<file path="src/rtl/rds_pkg.sv">
// rds_pkg: RDS generator polynomial, offset words, block ids and decoder state.
// Shared between the RDS mixer encoder and the receive-side decoder.
package rds_pkg;

  localparam logic [10:0] G_POLY = 11'h5B9;
  localparam logic [9:0]  G_LOW  = G_POLY[9:0];

  localparam logic [9:0] OFS_A  = 10'h0FC;
  localparam logic [9:0] OFS_B  = 10'h198;
  localparam logic [9:0] OFS_C  = 10'h168;
  localparam logic [9:0] OFS_CP = 10'h350;
  localparam logic [9:0] OFS_D  = 10'h1B4;

  localparam logic [2:0] ID_A  = 3'd0;
  localparam logic [2:0] ID_B  = 3'd1;
  localparam logic [2:0] ID_C  = 3'd2;
  localparam logic [2:0] ID_CP = 3'd3;
  localparam logic [2:0] ID_D  = 3'd4;

  typedef enum logic [1:0] {
    ST_SEARCH,
    ST_PRESYNC,
    ST_SYNC
  } state_e;

  // x^n mod g(x), folded to a constant row at each call site
  function automatic logic [9:0] x_pow_mod(input int n);
    logic [9:0] r;
    r = 10'h001;
    for (int k = 0; k < 25; k++) begin
      if (k < n) begin
        r = r[9] ? ({r[8:0], 1'b0} ^ G_LOW)
                 : {r[8:0], 1'b0};
      end
    end
    return r;
  endfunction

  function automatic logic [3:0] match_offset(
    input logic [9:0] r
  );
    logic [3:0] m;
    unique case (1'b1)
      (r == OFS_A):  m = {1'b1, ID_A};
      (r == OFS_B):  m = {1'b1, ID_B};
      (r == OFS_C):  m = {1'b1, ID_C};
      (r == OFS_CP): m = {1'b1, ID_CP};
      (r == OFS_D):  m = {1'b1, ID_D};
      default:       m = 4'b0;
    endcase
    return m;
  endfunction

  function automatic logic [1:0] id_pos(
    input logic [2:0] id
  );
    logic [1:0] p;
    case (id)
      ID_B:        p = 2'd1;
      ID_C, ID_CP: p = 2'd2;
      ID_D:        p = 2'd3;
      default:     p = 2'd0;
    endcase
    return p;
  endfunction

  function automatic logic [2:0] pos_id(
    input logic [1:0] p
  );
    logic [2:0] id;
    case (p)
      2'd1:    id = ID_B;
      2'd2:    id = ID_C;
      2'd3:    id = ID_D;
      default: id = ID_A;
    endcase
    return id;
  endfunction

endpackage

</file>
<file path="src/rtl/rds_syndrome.sv">
// rds_syndrome: 26-bit block to 10-bit remainder modulo g(x).
// Each set bit contributes its precomputed x^i mod g(x) row.
module rds_syndrome
  import rds_pkg::*;
(
  input  logic [25:0] win,
  output logic [9:0]  syn
);

  always_comb begin
    syn = '0;
    for (int i = 0; i < 26; i++) begin
      if (win[i]) syn = syn ^ x_pow_mod(i);
    end
  end

endmodule

</file>
<file path="src/rtl/rds_decoder.sv">
// rds_decoder: RDS block sync by syndrome matching, block and group output.
// Decisions use the window including the bit arriving this cycle.
module rds_decoder
  import rds_pkg::*;
#(
  parameter int MAX_BAD = 8
) (
  input  logic        clk_25m,
  input  logic        reset_n,
  input  logic        bit_in,
  input  logic        bit_valid,
  output logic [15:0] blk_data,
  output logic [2:0]  blk_id,
  output logic        blk_ok,
  output logic        blk_valid,
  output logic [63:0] group_data,
  output logic        group_ver_b,
  output logic        group_valid,
  output logic        synced
);

  localparam int BW = $clog2(MAX_BAD + 1);

  state_e        state, state_nx;
  logic [24:0]   hist;
  logic [25:0]   win;
  logic [9:0]    syn;
  logic [4:0]    bit_cnt, cnt_nx;
  logic [1:0]    exp_pos, pos_nx;
  logic [BW-1:0] bad_cnt, bad_nx, bad_inc;
  logic          hit, exp_ok, last;
  logic [2:0]    hit_id, dec_id;
  logic          dec, dec_ok;
  logic [15:0]   grp_a, grp_b, grp_c;
  logic          grp_ok, grp_ver;

  assign win = {hist, bit_in};

  rds_syndrome u_syn (
    .win (win),
    .syn (syn)
  );

  assign {hit, hit_id} = match_offset(syn);
  assign exp_ok  = hit && (id_pos(hit_id) == exp_pos);
  assign last    = (bit_cnt == 5'd25);
  assign bad_inc = bad_cnt + 1'b1;

  always_comb begin
    state_nx = state;
    cnt_nx   = bit_cnt;
    pos_nx   = exp_pos;
    bad_nx   = bad_cnt;
    dec      = 1'b0;
    dec_ok   = 1'b0;
    dec_id   = pos_id(exp_pos);
    if (bit_valid) begin
      unique case (state)
        ST_SEARCH: begin
          if (hit) begin
            state_nx = ST_PRESYNC;
            cnt_nx   = '0;
            pos_nx   = id_pos(hit_id) + 2'd1;
          end
        end
        ST_PRESYNC: begin
          cnt_nx = last ? 5'd0 : bit_cnt + 5'd1;
          if (last) begin
            state_nx = ST_SEARCH;
            if (exp_ok) begin
              state_nx = ST_SYNC;
              dec      = 1'b1;
              dec_ok   = 1'b1;
              dec_id   = hit_id;
              pos_nx   = exp_pos + 2'd1;
              bad_nx   = '0;
            end
          end
        end
        ST_SYNC: begin
          cnt_nx = last ? 5'd0 : bit_cnt + 5'd1;
          if (last) begin
            dec    = 1'b1;
            pos_nx = exp_pos + 2'd1;
            if (exp_ok) begin
              dec_ok = 1'b1;
              dec_id = hit_id;
              bad_nx = '0;
            end else if (bad_inc == BW'(MAX_BAD)) begin
              state_nx = ST_SEARCH;
              bad_nx   = '0;
            end else begin
              bad_nx = bad_inc;
            end
          end
        end
        default: state_nx = ST_SEARCH;
      endcase
    end
  end

  always_ff @(posedge clk_25m or negedge reset_n) begin
    if (!reset_n) begin
      state       <= ST_SEARCH;
      hist        <= '0;
      bit_cnt     <= '0;
      exp_pos     <= '0;
      bad_cnt     <= '0;
      blk_data    <= '0;
      blk_id      <= '0;
      blk_ok      <= 1'b0;
      blk_valid   <= 1'b0;
      group_data  <= '0;
      group_ver_b <= 1'b0;
      group_valid <= 1'b0;
      synced      <= 1'b0;
      grp_a       <= '0;
      grp_b       <= '0;
      grp_c       <= '0;
      grp_ok      <= 1'b0;
      grp_ver     <= 1'b0;
    end else begin
      state       <= state_nx;
      bit_cnt     <= cnt_nx;
      exp_pos     <= pos_nx;
      bad_cnt     <= bad_nx;
      blk_valid   <= dec;
      group_valid <= 1'b0;
      synced      <= (state_nx == ST_SYNC);
      if (bit_valid) hist <= win[24:0];
      // a group picked up mid-stream stays invalid until the next A
      if (state == ST_SEARCH) grp_ok <= 1'b0;
      if (dec) begin
        blk_data <= win[25:10];
        blk_id   <= dec_id;
        blk_ok   <= dec_ok;
        case (id_pos(dec_id))
          2'd0: begin
            grp_a  <= win[25:10];
            grp_ok <= dec_ok;
          end
          2'd1: begin
            grp_b  <= win[25:10];
            grp_ok <= grp_ok & dec_ok;
          end
          2'd2: begin
            grp_c   <= win[25:10];
            grp_ver <= (dec_id == ID_CP);
            grp_ok  <= grp_ok & dec_ok;
          end
          default: begin
            if (grp_ok && dec_ok) begin
              group_data  <= {grp_a, grp_b, grp_c, win[25:10]};
              group_ver_b <= grp_ver;
              group_valid <= 1'b1;
            end
          end
        endcase
      end
    end
  end

endmodule

</file>
<file path="config.mk">
export PLATFORM = sky130hd
export DESIGN_NAME = rds_decoder
export DESIGN_NICKNAME = d
export VERILOG_FILES = /design/src/rtl/rds_pkg.sv /design/src/rtl/rds_syndrome.sv /design/src/rtl/rds_decoder.sv
export SDC_FILE = /design/constraint.sdc
export NUM_CORES = 1
export LEC_CHECK = 0
export ABC_AREA = 1
export BUFFER_PORTS_ARGS = -buffer_cell sky130_fd_sc_hd__buf_2
export CELL_PAD_IN_SITES_DETAIL_PLACEMENT = 1
export CELL_PAD_IN_SITES_GLOBAL_PLACEMENT = 2
export CORE_MARGIN = 4
export CORE_UTILIZATION = 35
export CTS_CLUSTER_SIZE = 20
export DETAILED_ROUTE_END_ITERATION = 16
export HOLD_SLACK_MARGIN = 0.12
export PLACE_DENSITY_LB_ADDON = 0.08
export SETUP_SLACK_MARGIN = 0.5
export SLEW_MARGIN = 20
export SYNTH_ARGS = -nofsm -noshare
export SYNTH_HDL_FRONTEND = slang
export SYNTH_HIERARCHICAL = 1
export SYNTH_SLANG_ARGS = --single-unit
</file>
<file path="constraint.sdc">
create_clock -name clk_25m -period 3.9 [get_ports clk_25m]
set_input_delay 0.39 -clock clk_25m [delete_from_list [all_inputs] [get_ports clk_25m]]
set_output_delay 0.39 -clock clk_25m [all_outputs]
set_load 0.05 [all_outputs]
</file>
==> run summary, run 1 <==
status - complete, no violations
grt ovf - 0
crit path max fanout - 21
IO Port Bufs - 91
Post-synth top cells - 415 x nand2_1, 176 x dfrtp_1, 127 x o21ai_0, 103 x inv_1, 37 x nand3_1
first-iteration detailed-routing DRC count - 353
worst slack at placement - 0.2692 ns
metal3 WL - 666 um
vias in the first global route - 6,955
top-count cell post-synth - nand2_1
deepest clock path buffer count - 2
Placement Cell Area - 0.009160 mm^2
clock transition at the registers of the reported paths - 0.08 ns
Seq/Total Area, Yosys - 52.95%
Routed WL - 24,680 um
hold path startpoint - bit_in
stages on the worst setup path - 23
Slowest cell on crit path - dfrtp_2
Slew Viols, Final - 0
Routed WL per cell - 16.60 um
first-pass GRT wire length - 38,080 um
P_leak - 5.546 nW
Slew @ Worst Pin - 0.8680 ns
largest cells by area after synthesis - dfrtp_1 53%, nand2_1 19%, o21ai_0 7.6%
post-DP HPWL - 16,750 um
WP data arrival - 3.56 ns
Final Cycle Share - 82.34%
clk sink count - 176
metal2 WL - 11,930 um
TritonCTS clock tree - done
crit path from - hist[22]
total track usage - 18.44%
GP Congestion - 0.7918
Post-Layout Cell Count - 1,487
core area - 0.02340 mm^2
Max-slew headroom - 42.14%
minimum clock period - 3.211 ns
die footprint - 0.02630 mm^2
layout cells sized above 1 - 21.06%
post-route cell area - 0.01029 mm^2
EDFF count, synth - 0
CP Cell Sequence - buf_4 > buf_4 > xnor2_1 > nand2_1 > nand2_1 > inv_1 > nand2_2 > nand3_1 > nand2_2 > nand2_2 > nor2_1 > nand3_1 > nand2_1 > nor2_1 > nor2_2 > nand2_2 > nor2_4 > nand2_2 > nand2_4 > nand4_4 > buf_12 > clkbuf_16 > o21ai_0
Setup CP Type - register to register
reg2reg path depth - 23
fin nets - 1,170
worst setup path endpoint - group_data[9]
Fillers - 2,835
Max-Cap Viols - 0
Root Driver - clkbuf_16
CP delay by family, top - simple AND/OR/NAND/NOR gates
Worst setup SP type - register
Seq cells post-synth - 176
worst r2r src - hist[22]
Num CTS Buffers - 17
Power Density - 513.0 mW/mm^2
Skew-Pair Late Insertion Delay - 0.44 ns
syn_area_per_cell - 8.037 um^2
WP data required - 4.25 ns
post-synth design cell area - 0.008318 mm^2
H-tree Lvls - 4
CP most frequent cell - nand2_2
crit-path max cell delay - 0.46 ns
final core occ - 43.97%
Die Height - 162.2 um
Die Span X - 162.2 um
vias per cell - 4.685
Initial Util - 35.54%
peak supply drop - 0.2968 mV
highest routed layer - met4
Post-Synthesis Cells - 1,035
HP Class - input pin to register
Ys Warns - 6
total iterations of the first detailed-routing run - 5
largest net degree at the start of global routing - 94
initial antenna violation count - 0
Routed Antenna Nets - 0
Worst Path Buf+Inv - 5
R2R Path End - group_data[9]
# setup viols final - 0
Fmax - 311.4 MHz
clk_skew - 0.01618 ns
area share of the largest cell type after synthesis - 52.95%
RSZ-0062 raised after global routing - no
Reg2Reg Setup Slack - 0.69 ns
M1 wire length - 11,780 um
DRC viols - 0
Synth area leader - dfrtp_1
Unique masters post-synth - 34
# rows - 56
DP Cell Count - 1,424
Post-Route Setup TNS - 0 ns
via count - 6,967
Antenna Cells - 0
asr flop ratio synth - 100.0%
# IOs - 92
Syn Nets - 1,050
Final WS setup - 0.6889 ns
final hold vios - 0
top_reg_cell synth - dfrtp_1
endpoint class of the critical path - register
Layout area overhead - 23.71%
[how the worst min path moves through the flow]
stage,depth (start not counted),slack (ns),endpoint
floorplan,0,0.09,bad_cnt[0]
global placement,2,0.45,group_data[38]
detailed placement,2,0.46,group_data[35]
CTS,3,0.20,hist[0]
global route,3,0.25,hist[0]
finish,3,0.21,hist[0]
[tightest hold or removal path, stage by stage]
cell and delay, ns:
buf_2 0.12, nand2_1 0.06, nand2_1 0.05
[timing repair]
item	in CTS	in global routing
endpoints found under the hold margin	91	0
setup buffers	0	26
gates cloned	0	4
endpoints found under the setup margin	94	143
pin swaps	0	9
hold buffers	1	0
resized for setup	7	60
[cell families after synthesis]
family | after synthesis | share of synthesized area, %
simple gates | 511 | 25.05
flops | 176 | 52.95
buf+inv | 158 | 8.002
compound gates | 147 | 8.965
xor+xnor | 31 | 3.264
fa+ha+maj | 11 | 1.655
mux | 1 | 0.1203
[report_power, final]
group          total (mW)  switching (mW)  internal (mW)
Sequential           2.06           0.139           1.92
Combinational        1.46           0.948          0.516
Clock                1.76           0.881          0.875
[metrics by stage]
stage	hold slack [ns]	power (mW)
after CTS	0.1993	5.172
after detailed placement	0.4562	3.393
after global placement	0.4530	3.380
after global routing	0.2496	5.645
after floorplan	0.09441	2.975
final	0.2101	5.278
[layout make-up]
class / count / area, um^2 / area share [%]
well taps: 319 / 399.1 / 3.879
repair buffers: 144 / 997.2 / 9.691
clock buffers: 17 / 425.4 / 4.134
multi-input cells: 701 / 3417 / 33.21
flip-flops and latches: 176 / 4425 / 43.01
clock inverters: 15 / 183.9 / 1.787
inverters: 115 / 441.7 / 4.292
[per-layer routing]
layer	vias up	global-route usage (%)
li1	3454	-
met1	3407	25.59
met2	88	30.48
met3	18	2.715
met4	0	4.806
met5	-	0
[flip-flops by register name, indices dropped and copies added, names as in the netlist, 3 cells and up]
signal      cells
blk_id          3
grp_a          16
group_data     64
bit_cnt         5
hist           25
grp_b          16
bad_cnt         4
blk_data       16
grp_c          16
[placed cells by master, fill, tap and decap left out, drive strengths merged]
| master | count |
|---|---|
| nand2 | 422 |
| dfrtp | 176 |
| buf | 139 |
| o21ai | 137 |
| inv | 123 |
| nand3 | 38 |
| nor2 | 31 |
| clkbuf | 21 |
| xnor2 | 21 |
| ha | 11 |
| xor2 | 10 |
| nand3b | 8 |
| nand4 | 7 |
| clkinv | 7 |
| a21oi | 5 |
| o22ai | 2 |
| nor3 | 2 |
| nand2b | 2 |
| o21bai | 1 |
| a22oi | 1 |
| o31ai | 1 |
| mux2i | 1 |
| dlygate4sd3 | 1 |
| or2 | 1 |
Note: power is estimated with default switching activity, not from simulation.
==> run 2, diff against run 1 <==
--- a/config.mk
+++ b/config.mk
@@ -10,7 +10,7 @@
 export CELL_PAD_IN_SITES_DETAIL_PLACEMENT = 1
 export CELL_PAD_IN_SITES_GLOBAL_PLACEMENT = 2
 export CORE_MARGIN = 4
-export CORE_UTILIZATION = 35
+export CORE_UTILIZATION = 31
 export CTS_CLUSTER_SIZE = 20
 export DETAILED_ROUTE_END_ITERATION = 16
 export HOLD_SLACK_MARGIN = 0.12
==> constraint.sdc (replaced) <==
create_clock -name clk_25m -period 2.9 [get_ports clk_25m]
set_input_delay 0.29 -clock clk_25m [delete_from_list [all_inputs] [get_ports clk_25m]]
set_output_delay 0.29 -clock clk_25m [all_outputs]
set_load 0.05 [all_outputs]
==> run summary, run 2 (synthesis results as in run 1) <==
R2R Path End - group_data[2]
worst setup path endpoint - group_data[2]
crit path max fanout - 8
total iterations of the first detailed-routing run - 4
post-DP HPWL - 17,910 um
core area - 0.02621 mm^2
Power Density - 666.2 mW/mm^2
Initial Util - 31.74%
largest net degree at the start of global routing - 76
Post-Route Setup TNS - -48.96 ns
Die Span X - 171.8 um
Max-slew headroom - 45.41%
Slowest cell on crit path - dfrtp_2
Antenna Cells - 0
final hold vios - 0
Reg area - 0.004420 mm^2
minimum clock period - 3.323 ns
WP data required - 3.22 ns
layout cells sized above 1 - 41.75%
die footprint - 0.02952 mm^2
Fmax - 301.0 MHz
first-iteration detailed-routing DRC count - 311
via count - 7,474
Final Cycle Share - 114.6%
Layout area overhead - 45.32%
Skew-Pair Late Insertion Delay - 0.44 ns
# setup viols final - 148
# IOs - 92
vias in the first global route - 7,428
max reg flops - 64
clk_skew - 0.01711 ns
highest-count cells in the layout ignoring fill and taps - 278 x nand2_1, 163 x dfrtp_1, 108 x nand2_2
RSZ-0062 raised after global routing - yes
CP most frequent cell - nand2_2
stages on the worst setup path - 23
P_leak - 6.231 nW
Final WS setup - -0.4228 ns
Worst Path Buf+Inv - 5
Top Registers - group_data x64, hist x25
Routed WL - 29,200 um
initial antenna violation count - 0
fin nets - 1,238
crit path from - hist[22]
Root Driver - clkbuf_16
Routed Antenna Nets - 0
Multi-input gate area - 0.004398 mm^2
Worst setup SP type - register
IO Port Bufs - 91
WP data arrival - 3.64 ns
failing checks - setup timing
Max-Cap Viols - 0
first-pass GRT wire length - 42,510 um
DRC viols - 0
crit-path max cell delay - 0.52 ns
Slew Viols, Final - 0
Die Height - 171.8 um
Reg2Reg Setup Slack - -0.42 ns
reg2reg path depth - 23
# rows - 59
grt ovf - 0
commonest non-fill, non-tap cell in the layout - nand2_1
DP Cell Count - 1,479
TritonCTS clock tree - done
Num CTS Buffers - 17
endpoint class of the critical path - register
Fillers - 3,076
hold path startpoint - bit_valid
Slew @ Worst Pin - 0.8188 ns
vias per cell - 4.757
Routed WL per cell - 18.58 um
status - complete, but fails checks
worst r2r src - hist[22]
Power Total - 8.053 mW
total track usage - 18.66%
clock transition at the registers of the reported paths - 0.08 ns
GP Congestion - 0.8174
deepest clock path buffer count - 2
Post-Layout Cell Count - 1,571
CP delay by family, top - simple AND/OR/NAND/NOR gates
clk sink count - 176
most flop-heavy register - group_data
peak supply drop - 0.2725 mV
H-tree Lvls - 4
HP Class - input pin to register
CP Cell Sequence - buf_6 > xnor2_2 > nand2_1 > nand2_2 > inv_1 > nand2_2 > nand2_2 > nand2_2 > nand2_4 > nor2_4 > nand4_1 > nand2_2 > nor2_4 > nor2_4 > nand2_4 > nor2_4 > nand2_2 > inv_2 > nand4_4 > buf_6 > clkbuf_16 > nand2_4 > o21ai_2
Setup CP Type - register to register
-- run 2: cell types whose count changed in the layout (fill, tap and decap cells not counted), moves of 11 or more --
cell,previous run,this run
nand2_1,406,278
nand2_2,13,108
o21ai_0,123,32
o21ai_1,14,67
o21ai_2,0,36
buf_4,40,73
nand2_4,2,34
nand3_1,36,19
nand3_2,2,18
buf_6,3,18
inv_1,102,91
inv_2,11,22
-- run 2: worst register-to-register path: stages (launching register included) --
cell	delay, ns
dfrtp_2	0.52
buf_6	0.17
xnor2_2	0.15
nand2_1	0.08
nand2_2	0.11
inv_1	0.06
nand2_2	0.08
nand2_2	0.06
nand2_2	0.08
nand2_4	0.09
nor2_4	0.10
nand4_1	0.20
nand2_2	0.17
nor2_4	0.05
nor2_4	0.15
nand2_4	0.08
nor2_4	0.14
nand2_2	0.08
inv_2	0.09
nand4_4	0.23
buf_6	0.24
clkbuf_16	0.18
nand2_4	0.06
o21ai_2	0.05
-- run 2: area by class of cell --
class / instances / area share [%]
clock buffers: 17 / 3.519
inverters: 115 / 3.726
well taps: 335 / 3.468
repair buffers: 207 / 14.66
clock inverters: 15 / 1.677
flip-flops and latches: 176 / 36.57
multi-input cells: 706 / 36.38
-- run 2: repair_timing --
| action | CTS | global route |
|---|---|---|
| pin swaps | 14 | 62 |
| endpoints found under the hold margin | 72 | 0 |
| setup buffers | 19 | 18 |
| endpoints found under the setup margin | 151 | 151 |
| gates resized for setup | 106 | 260 |
| hold buffers | 2 | 0 |
| gates cloned | 8 | 13 |
-- run 2: where the power goes --
part           total (mW)  internal, mW  switching, mW
Sequential           2.78          2.58          0.198
Combinational        2.78          1.01           1.77
Clock                2.49          1.26           1.23
Total                8.05          4.85           3.20
-- run 2: worst min-delay path by stage --
stage | end | cells past startpoint | slack, ns
floorplan | bad_cnt[0] | 0 | -0.006
global placement | group_data[31] | 1 | 0.39
detailed placement | group_data[31] | 1 | 0.37
CTS | hist[0] | 3 | 0.24
global route | hist[0] | 3 | 0.28
finish | hist[0] | 3 | 0.26
-- run 2: per-stage QoR --
step           worst slack [ns]  instance area (um^2)  utilization [%]  hold WS (ns)
6_report                -0.4228                 12090            46.13        0.2649
3_3_place_gp            -0.2911                  9529            36.36        0.3864
3_5_place_dp            -0.3618                  9529            36.36        0.3708
2_1_floorplan            0.1995                  8483                -     -0.005591
4_1_cts                 -0.2742                 10830            41.33        0.2359
5_1_grt                 -0.6229                 12090            46.13        0.2758
-- run 2: metal layers --
| layer | vias to the layer above | wire (um) | track usage [%] |
|---|---|---|---|
| met3 | 16 | 887 | 2.873 |
| met1 | 3750 | 13820 | 26.45 |
| li1 | 3614 | - | - |
| met4 | 0 | 291 | 3.110 |
| met2 | 94 | 14200 | 30.89 |
| met5 | - | 0 | 0 |
